==> config.mk <==
export PLATFORM = sky130hd
export DESIGN_NAME = rr_arbiter8_flat
export DESIGN_NICKNAME = d
export VERILOG_FILES = /design/src/rtl/rr_arbiter8_if.sv /design/src/rtl/rr_arbiter8.sv /design/src/flat_wrapper.sv
export SDC_FILE = /design/constraint.sdc
export NUM_CORES = 1
export LEC_CHECK = 0
export CAP_MARGIN = 20
export CORE_MARGIN = 2
export CORE_UTILIZATION = 45
export CTS_CLUSTER_DIAMETER = 60
export DETAILED_ROUTE_END_ITERATION = 10
export MAX_ROUTING_LAYER = met4
export PLACE_DENSITY = 0.7
export REMOVE_ABC_BUFFERS = 1
export SKIP_CTS_REPAIR_TIMING = 1
export SLEW_MARGIN = 20
export SYNTH_ARGS = -nofsm -noshare
export SYNTH_HDL_FRONTEND = slang
export SYNTH_SLANG_ARGS = --single-unit
export TNS_END_PERCENT = 1
==> constraint.sdc <==
create_clock -name clk -period 3.8 [get_ports clk]
set_input_delay 0.38 -clock clk [delete_from_list [all_inputs] [get_ports clk]]
set_output_delay 0.38 -clock clk [all_outputs]
set_load 0.05 [all_outputs]
==> src/rtl/rr_arbiter8_if.sv <==
// rr_arbiter8_if: request/grant bundle between requesters, the round-robin
// arbiter and the downstream 8-to-3 encoder.
//   req     [7:0]  request lines, bit i = requester i
//   ack            consumer finished with the current grant (one-cycle pulse)
//   grant   [7:0]  registered one-hot grant, bit i drives encoder input a<i>
//   gnt_en         high while grant is non-zero, drives encoder en
//   busy           high while a grant is outstanding
//   timeout        one-cycle pulse on forced release
// Modports: slave = arbiter side, master = requester/consumer side.
interface rr_arbiter8_if;
    logic [7:0] req;
    logic       ack;
    logic [7:0] grant;
    logic       gnt_en;
    logic       busy;
    logic       timeout;

    modport slave (
        input  req,
        input  ack,
        output grant,
        output gnt_en,
        output busy,
        output timeout
    );

    modport master (
        output req,
        output ack,
        input  grant,
        input  gnt_en,
        input  busy,
        input  timeout
    );
endinterface

==> src/rtl/rr_arbiter8.sv <==
// rr_arbiter8: eight-way round-robin arbiter feeding an 8-to-3 encoder.
// A request seen in IDLE is granted on the next edge; the grant is held until
// ack, after which priority rotates to the index just past the served one.
// There is always at least one IDLE cycle (grant=0, gnt_en=0) between grants.
// Ports:
//   clk      rising-edge clock
//   rst      synchronous active-high reset
//   bus      rr_arbiter8_if.slave (req, ack in; grant, gnt_en, busy, timeout out)
// Parameters:
//   TIMEOUT  cycles a grant may be held without ack (2..255), only used when
//            RR_ARB_TIMEOUT_EN is defined.
// Build option:
//   RR_ARB_TIMEOUT_EN  when defined, an unacknowledged grant is force-released
//                      after TIMEOUT cycles and timeout pulses; otherwise the
//                      grant is held until ack or rst and timeout is tied 0.
module rr_arbiter8 #(
    parameter int unsigned TIMEOUT = 16
) (
    input logic          clk,
    input logic          rst,
    rr_arbiter8_if.slave bus
);

    if (TIMEOUT < 2 || TIMEOUT > 255) begin : g_timeout_range_check
        $error("rr_arbiter8: TIMEOUT must be in 2..255");
    end

    typedef enum logic [0:0] {StIdle, StGrant} state_e;

    state_e     state_q, state_d;
    logic [7:0] grant_q, grant_d;
    logic [2:0] gidx_q, gidx_d;   // index of the outstanding grant
    logic [2:0] ptr_q, ptr_d;     // highest-priority index for the next scan
    logic       gnt_en_q, gnt_en_d;
    logic       busy_q, busy_d;
    logic       timeout_q, timeout_d;
    logic       expire;

    // Rotating scan: first set request starting at ptr_q, wrapping mod 8.
    logic [2:0] sel;
    logic [2:0] scan_idx;
    logic       found;

    always_comb begin
        found    = 1'b0;
        sel      = ptr_q;
        scan_idx = '0;
        for (int i = 0; i < 8; i++) begin
            scan_idx = ptr_q + 3'(i);
            if (!found && bus.req[scan_idx]) begin
                found = 1'b1;
                sel   = scan_idx;
            end
        end
    end

`ifdef RR_ARB_TIMEOUT_EN
    logic [7:0] cnt_q, cnt_d;

    // Held at zero while idle, so it is zero on entry to GRANT.
    always_comb begin
        cnt_d = cnt_q;
        if (state_q == StIdle) begin
            cnt_d = '0;
        end else if (!bus.ack) begin
            cnt_d = cnt_q + 8'd1;
        end
    end

    always_ff @(posedge clk) begin
        if (rst) begin
            cnt_q <= '0;
        end else begin
            cnt_q <= cnt_d;
        end
    end

    // An ack in the expiry cycle is a normal release, not a timeout.
    assign expire = (state_q == StGrant) && (cnt_q == 8'(TIMEOUT - 1)) && !bus.ack;
`else
    assign expire = 1'b0;
`endif

    always_comb begin
        state_d   = state_q;
        grant_d   = grant_q;
        gidx_d    = gidx_q;
        ptr_d     = ptr_q;
        gnt_en_d  = gnt_en_q;
        busy_d    = busy_q;
        timeout_d = 1'b0;
        case (state_q)
            StIdle: begin
                grant_d  = '0;
                gnt_en_d = 1'b0;
                busy_d   = 1'b0;
                if (found) begin
                    state_d  = StGrant;
                    grant_d  = 8'd1 << sel;
                    gidx_d   = sel;
                    gnt_en_d = 1'b1;
                    busy_d   = 1'b1;
                end
            end
            StGrant: begin
                // Requests are not sampled here; only ack or expiry release.
                if (bus.ack || expire) begin
                    state_d   = StIdle;
                    grant_d   = '0;
                    gnt_en_d  = 1'b0;
                    busy_d    = 1'b0;
                    ptr_d     = gidx_q + 3'd1;
                    timeout_d = expire;
                end
            end
            default: begin
                state_d  = StIdle;
                grant_d  = '0;
                gnt_en_d = 1'b0;
                busy_d   = 1'b0;
            end
        endcase
    end

    always_ff @(posedge clk) begin
        if (rst) begin
            state_q   <= StIdle;
            grant_q   <= '0;
            gidx_q    <= '0;
            ptr_q     <= '0;
            gnt_en_q  <= 1'b0;
            busy_q    <= 1'b0;
            timeout_q <= 1'b0;
        end else begin
            state_q   <= state_d;
            grant_q   <= grant_d;
            gidx_q    <= gidx_d;
            ptr_q     <= ptr_d;
            gnt_en_q  <= gnt_en_d;
            busy_q    <= busy_d;
            timeout_q <= timeout_d;
        end
    end

    assign bus.grant   = grant_q;
    assign bus.gnt_en  = gnt_en_q;
    assign bus.busy    = busy_q;
    assign bus.timeout = timeout_q;

endmodule

==> src/flat_wrapper.sv <==
// flat-port wrapper written by rule: the top's interface ports become plain ports
module rr_arbiter8_flat 
#(
    parameter int unsigned TIMEOUT = 16
)
  (clk, rst, bus_req, bus_ack, bus_grant, bus_gnt_en, bus_busy, bus_timeout);
  rr_arbiter8_if bus_i ();
  input logic clk;
  input logic rst;
  input wire logic [$bits(bus_i.req)-1:0] bus_req;
  input wire logic [$bits(bus_i.ack)-1:0] bus_ack;
  output wire logic [$bits(bus_i.grant)-1:0] bus_grant;
  output wire logic [$bits(bus_i.gnt_en)-1:0] bus_gnt_en;
  output wire logic [$bits(bus_i.busy)-1:0] bus_busy;
  output wire logic [$bits(bus_i.timeout)-1:0] bus_timeout;
  assign bus_i.req = bus_req;
  assign bus_i.ack = bus_ack;
  assign bus_grant = bus_i.grant;
  assign bus_gnt_en = bus_i.gnt_en;
  assign bus_busy = bus_i.busy;
  assign bus_timeout = bus_i.timeout;
  rr_arbiter8 #(.TIMEOUT(TIMEOUT)) u_core (.clk(clk), .rst(rst), .bus(bus_i));
endmodule
==> Word-level counts from Yosys, hierarchy flattened <==
Cells that the tools add are included.
{ "totals": {"ff_bits": 16, "latchBits": 0, "ramBits": 0, "rom_bits": 0, "input_bits": 11, "out_inout_bits": 11, "wordCells": 79, "memories": 0} }
{ "op_classes": {"n_addsub": 8, "mul": 0, "n_div": 0, "magnitude_cmp": 8, "n_eq_ne": 1, "n_shift": 1, "n_mux": 39, "bitwise_logic": 1, "reduce_logical": 16} }
{ "op_table": {"columns": ["op", "n"], "rows": [
  ["$lt A3 B4 Y1 const B", 8],
  ["$bmux W1 S3", 8],
  ["$mux W3", 7],
  ["$mux W1", 19],
  ["$mux W8", 2],
  ["$pmux W8 S2", 1],
  ["$add A3 B3 Y3 const B", 4],
  ["$shl A1 B3 Y8 const A", 1],
  ["$logic_and A1 B1 Y1", 7],
  ["$logic_not A1 Y1", 7],
  ["$add A3 B1 Y3 const B", 2],
  ["$add A3 B2 Y3 const B", 2],
  ["$pmux W1 S2", 2],
  ["$reduce_and A2 Y1", 2],
  ["$ne A2 B2 Y1 const B", 1],
  ["$not A1 Y1", 1]
]} }

==> Longest topological paths before layout <==
Gate-level depths: netlist of the first run.
{ "logic_depth": {"depth_word": 27, "ltp_mapped": 13, "depth_no_buf": 9} }

==> Least setup slack after synthesis of the first run <==
No wires, ideal clock.
{ "synth_path": {"path_type": "flip-flop to flip-flop", "from": "register u_core.ptr_q[1]", "to": "register u_core.grant_q[0] (netlist: u_core.bus.grant[0])", "setup_time_ns": 0.117, "t_arrival_ns": 3.845, "required_ns": 3.683, "path_slack_ns": -0.162, "stages_incl_launch_ff": 13, "path_buffers": 3, "period_less_slack_ns": 3.962, "cell_sequence": "dfxtp_1 > clkbuf_1 > clkbuf_1 > inv_1 > ha_1 > buf_6 > mux2_1 > mux4_2 > o32a_4 > or4b_4 > a221oi_4 > nor2_1 > a32o_1"} }
{ "synth_via": {"elab_chain_cells": 27, "elab_cells_between_ends": 55, "classes_between": "7 x add/sub; 1 x shift; 33 x mux; 14 x reduce/logical"} }
{ "synth_rtl": {"columns": ["element", "line_no", "rtl"], "rows": [
  ["from (decl)", "rr_arbiter8.sv:33", "logic [2:0] ptr_q, ptr_d;"],
  ["from (signal assigned)", "rr_arbiter8.sv:138", "ptr_q <= ptr_d;"],
  ["parallel branches: the longest is 25 deep, another holds $add A3 B1 Y3", null, null],
  ["$mux W8 *", "rr_arbiter8.sv:97", "if (found) begin"],
  ["$pmux W8 S2 *", "rr_arbiter8.sv:92", "case (state_q)"],
  ["to (signal assigned)", "rr_arbiter8.sv:136", "grant_q <= grant_d;"],
  ["to (decl)", "rr_arbiter8.sv:31", "logic [7:0] grant_q, grant_d;"]
]} }
Mark *: on every way between the ends. The select of a mux whose other input is x is not followed.
A chain may end at the register's enable or synchronous reset.

==> Final worst setup path of the first run <==
{ "layout_path": {"from": "register u_core.ptr_q[1]", "to": "register u_core.grant_q[2] (netlist: u_core.bus.grant[2])"} }
Same word-level chain as after synthesis.

==> results of run 1 <==
stage by stage:
| step | setup TNS [ps] | hold WS, ps | power [uW] | util [%] |
|---|---|---|---|---|
| 4_1_cts | 0 | 457.8 | 735.0 | 55.17 |
| 6_report | 0 | 452.1 | 735.1 | 55.17 |
| 3_5_place_dp | 0 | 443.6 | 582.3 | 53.64 |
| 3_3_place_gp | 0 | 442.1 | 573.5 | 53.64 |
| 5_1_grt | 0 | 490.6 | 779.6 | 55.17 |
| 2_1_floorplan | -3110 | 448.0 | 475.0 | - |
registers in the layout (all words and copies together), names as in the netlist:
name and count:
u_core.ptr_q 3, u_core.gidx_q 3, u_core.bus.gnt_en 1, u_core.bus.grant 8, u_core.state_q 1
power by group:
part / internal [uW] / total [uW] / switching, uW
registers: 185 / 199 / 14.5
logic: 167 / 385 / 218
clock network: 92.0 / 151 / 59.2
cells in the final DEF, fill, tap and decap left out, drive strengths merged, types with 3 or more instances in the layout:
master and instances:
ha 3, clkdlybuf4s50 20, o21a 4, nand2 16
dfxtp 16, mux4 13, buf 8, a32o 4
clkbuf 4, a211oi 4, o21ai 7, nor2 14
xnor2 3, inv 6, nand3 5, nor4 3
mux2i 16, a21oi 9, nand2b 4, mux2 7
nor3 3
logic make-up (layout without fill, tap and decap cells):
kind of cell	count (synthesis)	in the layout	share of synthesized area [%]
adder cells (fa/ha/maj)	3	3	2.242
other	1	1	0.2240
XOR/XNOR	5	5	2.616
flip-flops	16	16	19.13
AO/OA/AOI/OAI	47	47	22.05
multiplexers	36	36	32.21
AND/OR/NAND/NOR	56	56	16.59
buffers and inverters	17	38	4.932
worst max-delay path, delay by kind of cell, from the launching register on:
family                     cells  cell delay [ps]
AOI/OAI and AO/OA              3             1020
muxes                          2              910
and+or+nand+nor                2              670
adders and majority gates      1              430
DFF                            1              320
buffers and inverters          1               80
synth_stat cells, types with 3 or more instances:
cell / instances / share of area [%]
nor4_1: 3 / 1.1
dfxtp_1: 16 / 19
nand2b_1: 4 / 1.5
xnor2_1: 3 / 1.6
nor2_1: 14 / 3.1
buf_2: 3 / 0.90
mux2_2: 6 / 4.0
nand2_1: 16 / 3.6
o21ai_0: 7 / 2.1
a211oi_1: 4 / 1.8
a21oi_1: 9 / 2.7
mux2i_1: 16 / 9.6
nand3_1: 5 / 1.5
a32o_1: 4 / 2.4
o21a_1: 4 / 1.8
inv_1: 6 / 1.3
ha_1: 3 / 2.2
clkbuf_1: 5 / 1.1
mux4_2: 11 / 15
nor3_1: 3 / 0.90
worst max-delay path by stage:
| stage | start | end | cells past startpoint |
|---|---|---|---|
| 2_1_floorplan | u_core.ptr_q[0]$_SDFFE_PP0P_ | u_core.bus.grant[0]$_SDFFE_PP0P_ | 9 |
| 3_3_place_gp | bus_req[7] | u_core.bus.grant[0]$_SDFFE_PP0P_ | 8 |
| 3_5_place_dp | bus_req[7] | u_core.bus.grant[2]$_SDFFE_PP0P_ | 8 |
| 4_1_cts | u_core.ptr_q[1]$_SDFFE_PP0P_ | u_core.bus.grant[2]$_SDFFE_PP0P_ | 9 |
| 5_1_grt | u_core.ptr_q[1]$_SDFFE_PP0P_ | u_core.bus.grant[2]$_SDFFE_PP0P_ | 9 |
| 6_report | u_core.ptr_q[1]$_SDFFE_PP0P_ | u_core.bus.grant[2]$_SDFFE_PP0P_ | 9 |
layer usage:
metal | vias to the layer above | share of wire (%) | track usage (%)
li1 | 749 | - | -
met1 | 744 | 49 | 29.86
met2 | 34 | 47 | 31.57
met3 | 4 | 3.5 | 3.646
met4 | 0 | 0.49 | 2.394
met5 | - | 0 | -
cell type report:
cell class,count,area (um^2)
fill,324,1617
multi-input combinational,148,1271
inverter,6,22.52
clock buffer,4,55.05
sequential,16,320.3
tap,48,60.06
timing repair buffer,28,260.3
==> flow_summary_export.csv, run 1 <==
group,metric,value,unit
setup_path,path_cells,"inv_1, ha_1, mux2_2, mux4_2, o32a_4, or4b_4, a221oi_4, nor2_1, a32o_1",
logic_synthesis,ys_seq_elements,16,
placed_design,dpl_cell_area,0.001934,mm^2
clock_network,cts_root_buffer,"clkbuf_8",
setup_path,critPathLaunchType,"flip-flop",
cells_and_area,syn_to_final_growth,18.83,%
logic_synthesis,synthCells,181,
setup_path,r2r-end,"u_core.bus.grant[2]$_SDFFE_PP0P_",
drt,num_vias,1531,
logic_synthesis,synth_cell_types,50,
drt,drc,0,
drt,viasPerCell,6.124,
hold_path,whs_endpoint,"u_core.bus.grant[4]$_SDFFE_PP0P_",
floorplan,start_util,46.43,%
logic_synthesis,synth_seq_area_share,19.13,%
logic_synthesis,avgSynthCellArea,9.249,um^2
global_route,grt_pass1_wl,6741,um
hold_path,hold_class,"reg2reg",
global_route,grt.overflow.total,0,
setup_path,critPathMaxFanout,7,
timing,relSlewSlack,50.47,%
setup_path,end_kind,"flip-flop",
drt,wl_per_cell,16.19,um
setup_path,cp_slowest_stage_delay,560,ps
logic_synthesis,synth-edff-count,0,
timing,finalHoldViolCount,0,
floorplan,die_w,65.00,um
floorplan,dieArea,0.004224,mm^2
power,total_leakage_power,0.0007192,uW
clock_network,cts-buffers-inserted,3,
placed_design,place.detailed.hpwl,3185,um
setup_path,reg2reg_depth,9,
logic_synthesis,yosysWarnings,0,
drt,wirelength,4048,um
clock_network,h-tree-depth,1,
cells_and_area,layout-drive-gt1-share,16.83,%
timing,clock.fmax,283.7,MHz
placed_design,gp_congestion,0.9663,
power,powerDensity,369.5,mW/mm^2
logic_synthesis,synthArstFlopShare,0,%
drt,ant_nets,0,
global_route,globalRouteTotalUtil,20.76,%
global_route,grt_pass1_vias,1383,
setup_path,r2r_slack,280,ps
setup_path,cpMaxStageDelayCell,"or4b_4",
status,status,"finished clean",
hold_path,hold_depth,2,
flow_run,drv_cap,0,
hold_path,worstHoldStart,"u_core.bus.grant[4]$_SDFFE_PP0P_",
drt,drt_iter0_drc,136,
timing,setup-violations-final,0,
timing,tightest_slew,742.0,ps
floorplan,core_area,0.003606,mm^2
timing,slew_viol_final,0,
clock_network,clk_latency,250,ps
logic_synthesis,synth_top_flop_cell,"dfxtp_1",
logic_synthesis,syn_area,0.001674,mm^2
timing,fin_crit_sh,92.76,%
cells_and_area,nets,217,
global_route,antenna_found_initial,0,
power,ir_drop,0.0001287,V
setup_path,required,3950,ps
placed_design,pre_cts_ws,237.6,ps
timing,fin_crit,3525,ps
clock_network,numClockSinks,16,
cells_and_area,final_cells,250,
timing,setup_slack,275.2,ps
floorplan,die_y,65.00,um
timing,grt_setup_unrepaired,"no",
cells_and_area,n_antenna_cell,0,
cells_and_area,final_cell_area,0.001989,mm^2
setup_path,criticalPathCategory,"reg2reg",
clock_network,cts_tree,"yes",
setup_path,r2r_start,"u_core.ptr_q[1]$_SDFFE_PP0P_",
clock_network,clkSlewWorstSetupHoldPaths,60,ps
drt,first_pass_iters,4,
floorplan,placementRows,22,
placed_design,io_buffers,20,
placed_design,dp_cells,246,
setup_path,arrival,3670,ps
timing,skew,1.871,ps
global_route,grt_start_max_net_pins,19,
floorplan,io-pin-count,22,
clock_network,clk_path_buf_depth,2,
Power figures use the tool's default switching activity.
==> run 2, diff against run 1 <==
--- a/config.mk
+++ b/config.mk
@@ -7,11 +7,11 @@
 export LEC_CHECK = 0
 export CAP_MARGIN = 20
 export CORE_MARGIN = 2
-export CORE_UTILIZATION = 45
+export CORE_UTILIZATION = 50
 export CTS_CLUSTER_DIAMETER = 60
 export DETAILED_ROUTE_END_ITERATION = 10
 export MAX_ROUTING_LAYER = met4
-export PLACE_DENSITY = 0.7
+export PLACE_DENSITY = 0.76
 export REMOVE_ABC_BUFFERS = 1
 export SKIP_CTS_REPAIR_TIMING = 1
 export SLEW_MARGIN = 20
==> run 2 against run 1 <==
Against the previous run:
- worst hold slack improved by 2.9 ps
- flip-flop and latch count is the same
- clock power decreased by 24%
- combinational power fell by 2%
- sequential power about the same
- non-clock buffer count down 1
- routed wire length decreased by 3.3%
- fmax fell by 2.5%
- register-to-register slack got worse by 90 ps
- critical endpoint is now u_core.bus.grant[0]$_SDFFE_PP0P_
- largest power group unchanged
==> flow_summary_export.csv, run 2 (synthesized netlist as in run 1, its figures left out) <==
group,metric,value,unit
power,total_power,691.3,uW
setup_path,end_kind,"flip-flop",
cells_and_area,layout-drive-gt1-share,16.42,%
setup_path,required,4000,ps
cells_and_area,multi_input_area,0.001271,mm^2
placed_design,place.detailed.hpwl,3064,um
setup_path,crit_buf_inv,1,
placed_design,dpl_cell_area,0.001924,mm^2
power,ir_drop,0.0001572,V
drt,num_vias,1551,
cells_and_area,layout_common_cells,"clkdlybuf4s50_1, mux2i_1, nand2_1, dfxtp_1, nor2_1",
power,p_int,406.9,uW
clock_network,h-tree-depth,1,
hold_path,whs_endpoint,"u_core.bus.grant[7]$_SDFFE_PP0P_",
drt,wirelength,3913,um
setup_path,r2r_start,"u_core.ptr_q[0]$_SDFFE_PP0P_",
hold_path,worstHoldStart,"u_core.bus.grant[7]$_SDFFE_PP0P_",
setup_path,arrival,3810,ps
clock_network,cts-buffers-inserted,3,
power,power_frac_seq,28.8,%
timing,timing.setup.tns,0,ps
drt,viasPerCell,6.279,
timing,clock.fmax,276.5,MHz
floorplan,core_area,0.003284,mm^2
power,total_leakage_power,0.0007056,uW
global_route,grt_pass1_vias,1404,
timing,grt_setup_unrepaired,"no",
clock_network,numClockSinks,16,
setup_path,path_cells,"inv_1, ha_1, mux2_1, mux4_2, o32a_4, or4b_4, a221oi_4, nor2_1, a32o_1",
global_route,grt.overflow.total,0,
power,sw_frac_of_total,41.14,%
setup_path,cp_slowest_stage_delay,550,ps
setup_path,criticalPathCategory,"reg2reg",
cells_and_area,final_cell_area,0.001961,mm^2
timing,setup-violations-final,0,
cells_and_area,nets,216,
power,p_clk_share,16.7,%
timing,fin_crit_sh,95.17,%
drt,first_pass_iters,4,
clock_network,clk_latency,290,ps
drt,wl_per_cell,15.84,um
setup_path,reg2reg_depth,9,
flow_run,drv_cap,0,
placed_design,io_buffers,20,
setup_path,cpMaxStageDelayCell,"or4b_4",
floorplan,die_y,61.87,um
timing,slew_viol_final,0,
setup_path,critPathMaxFanout,9,
hold_path,hold_class,"reg2reg",
setup_path,path_delay_family,"compound AO/OA/AOI/OAI gates",
floorplan,dieArea,0.003827,mm^2
global_route,antenna_found_initial,0,
floorplan,io-pin-count,22,
cells_and_area,n_antenna_cell,0,
global_route,globalRouteTotalUtil,22.36,%
cells_and_area,largest_reg_flops,8,
global_route,grt_pass1_wl,6285,um
setup_path,r2r-end,"u_core.bus.grant[0]$_SDFFE_PP0P_",
setup_path,critPathLaunchType,"flip-flop",
power,powerDensity,352.6,mW/mm^2
status,status,"finished clean",
timing,setup_slack,183.5,ps
timing,fin_crit,3616,ps
floorplan,die_w,61.87,um
clock_network,cts_root_buffer,"clkbuf_4",
cells_and_area,fill_cells,261,
placed_design,pre_cts_ws,222.6,ps
floorplan,placementRows,21,
hold_path,hold_depth,2,
cells_and_area,ff_latch_area,320.3,um^2
drt,ant_nets,0,
timing,tightest_slew,711.0,ps
timing,relSlewSlack,52.53,%
setup_path,r2r_slack,180,ps
drt,drt_iter0_drc,62,
cells_and_area,final_common_cell,"clkdlybuf4s50_1",
clock_network,clkSlewWorstSetupHoldPaths,100,ps
timing,skew,8.016,ps
floorplan,start_util,50.97,%
global_route,grt_start_max_net_pins,19,
placed_design,gp_congestion,0.9350,
power,comb_power_share,54.6,%
cells_and_area,syn_to_final_growth,17.12,%
clock_network,cts_tree,"yes",
power,power_switching,284.4,uW
clock_network,clk_path_buf_depth,2,
drt,drc,0,
timing,finalHoldViolCount,0,
[run 2: changes by cell type in the layout (fill, tap and decap cells not counted)]
cell	previous run	this run
clkbuf_4	0	3
buf_4	8	7
clkbuf_8	4	1
[run 2: worst max path at each step]
| stage | slack (ps) | cells past startpoint | startpoint | endpoint |
|---|---|---|---|---|
| after floorplan | -420 | 9 | u_core.ptr_q[0]$_SDFFE_PP0P_ | u_core.bus.grant[0]$_SDFFE_PP0P_ |
| after global routing | 30 | 9 | u_core.ptr_q[0]$_SDFFE_PP0P_ | u_core.bus.grant[2]$_SDFFE_PP0P_ |
| after global placement | 300 | 8 | bus_req[7] | u_core.bus.grant[2]$_SDFFE_PP0P_ |
| final | 180 | 9 | u_core.ptr_q[0]$_SDFFE_PP0P_ | u_core.bus.grant[0]$_SDFFE_PP0P_ |
| after detailed placement | 220 | 8 | bus_req[7] | u_core.bus.grant[0]$_SDFFE_PP0P_ |
| after CTS | 190 | 9 | u_core.ptr_q[0]$_SDFFE_PP0P_ | u_core.bus.grant[0]$_SDFFE_PP0P_ |
[run 2: power groups by stage]
stage	clock, uW	sequential (uW)	combinational (uW)
6_report	115	199	377
5_1_grt	122	201	406
4_1_cts	114	199	374
3_5_place_dp	0	202	371
3_3_place_gp	0	201	364
2_1_floorplan	0	241	234
[run 2: per-stage QoR]
stage	hold slack [ps]	cells	util (%)
floorplan	448.0	170	-
global placement	435.6	243	58.59
detailed placement	438.3	243	58.59
CTS	458.9	247	59.70
global route	475.6	247	59.70
finish	454.9	247	59.70
[run 2: per-layer routing]
layer	GRT usage (%)	part of all wire [%]
met4	3.647	0.49
met3	3.934	4.0
met1	26.89	43
met5	-	0
met2	39.70	52
[run 2: area by class of cell]
class | count | area share [%]
inverters | 6 | 1.149
flip-flops and latches | 16 | 16.34
well taps | 46 | 2.936
clock buffers | 4 | 1.851
repair buffers | 27 | 12.89
multi-input cells | 148 | 64.84
[run 2: worst reg2reg max path, delay by kind of cell, from the launching register on]
kind	cells	cell delay (ps)
and+or+nand+nor	2	670
muxes	2	930
buffers and inverters	1	60
adders and majority gates	1	510
AOI/OAI and AO/OA	3	1010
DFF	1	350
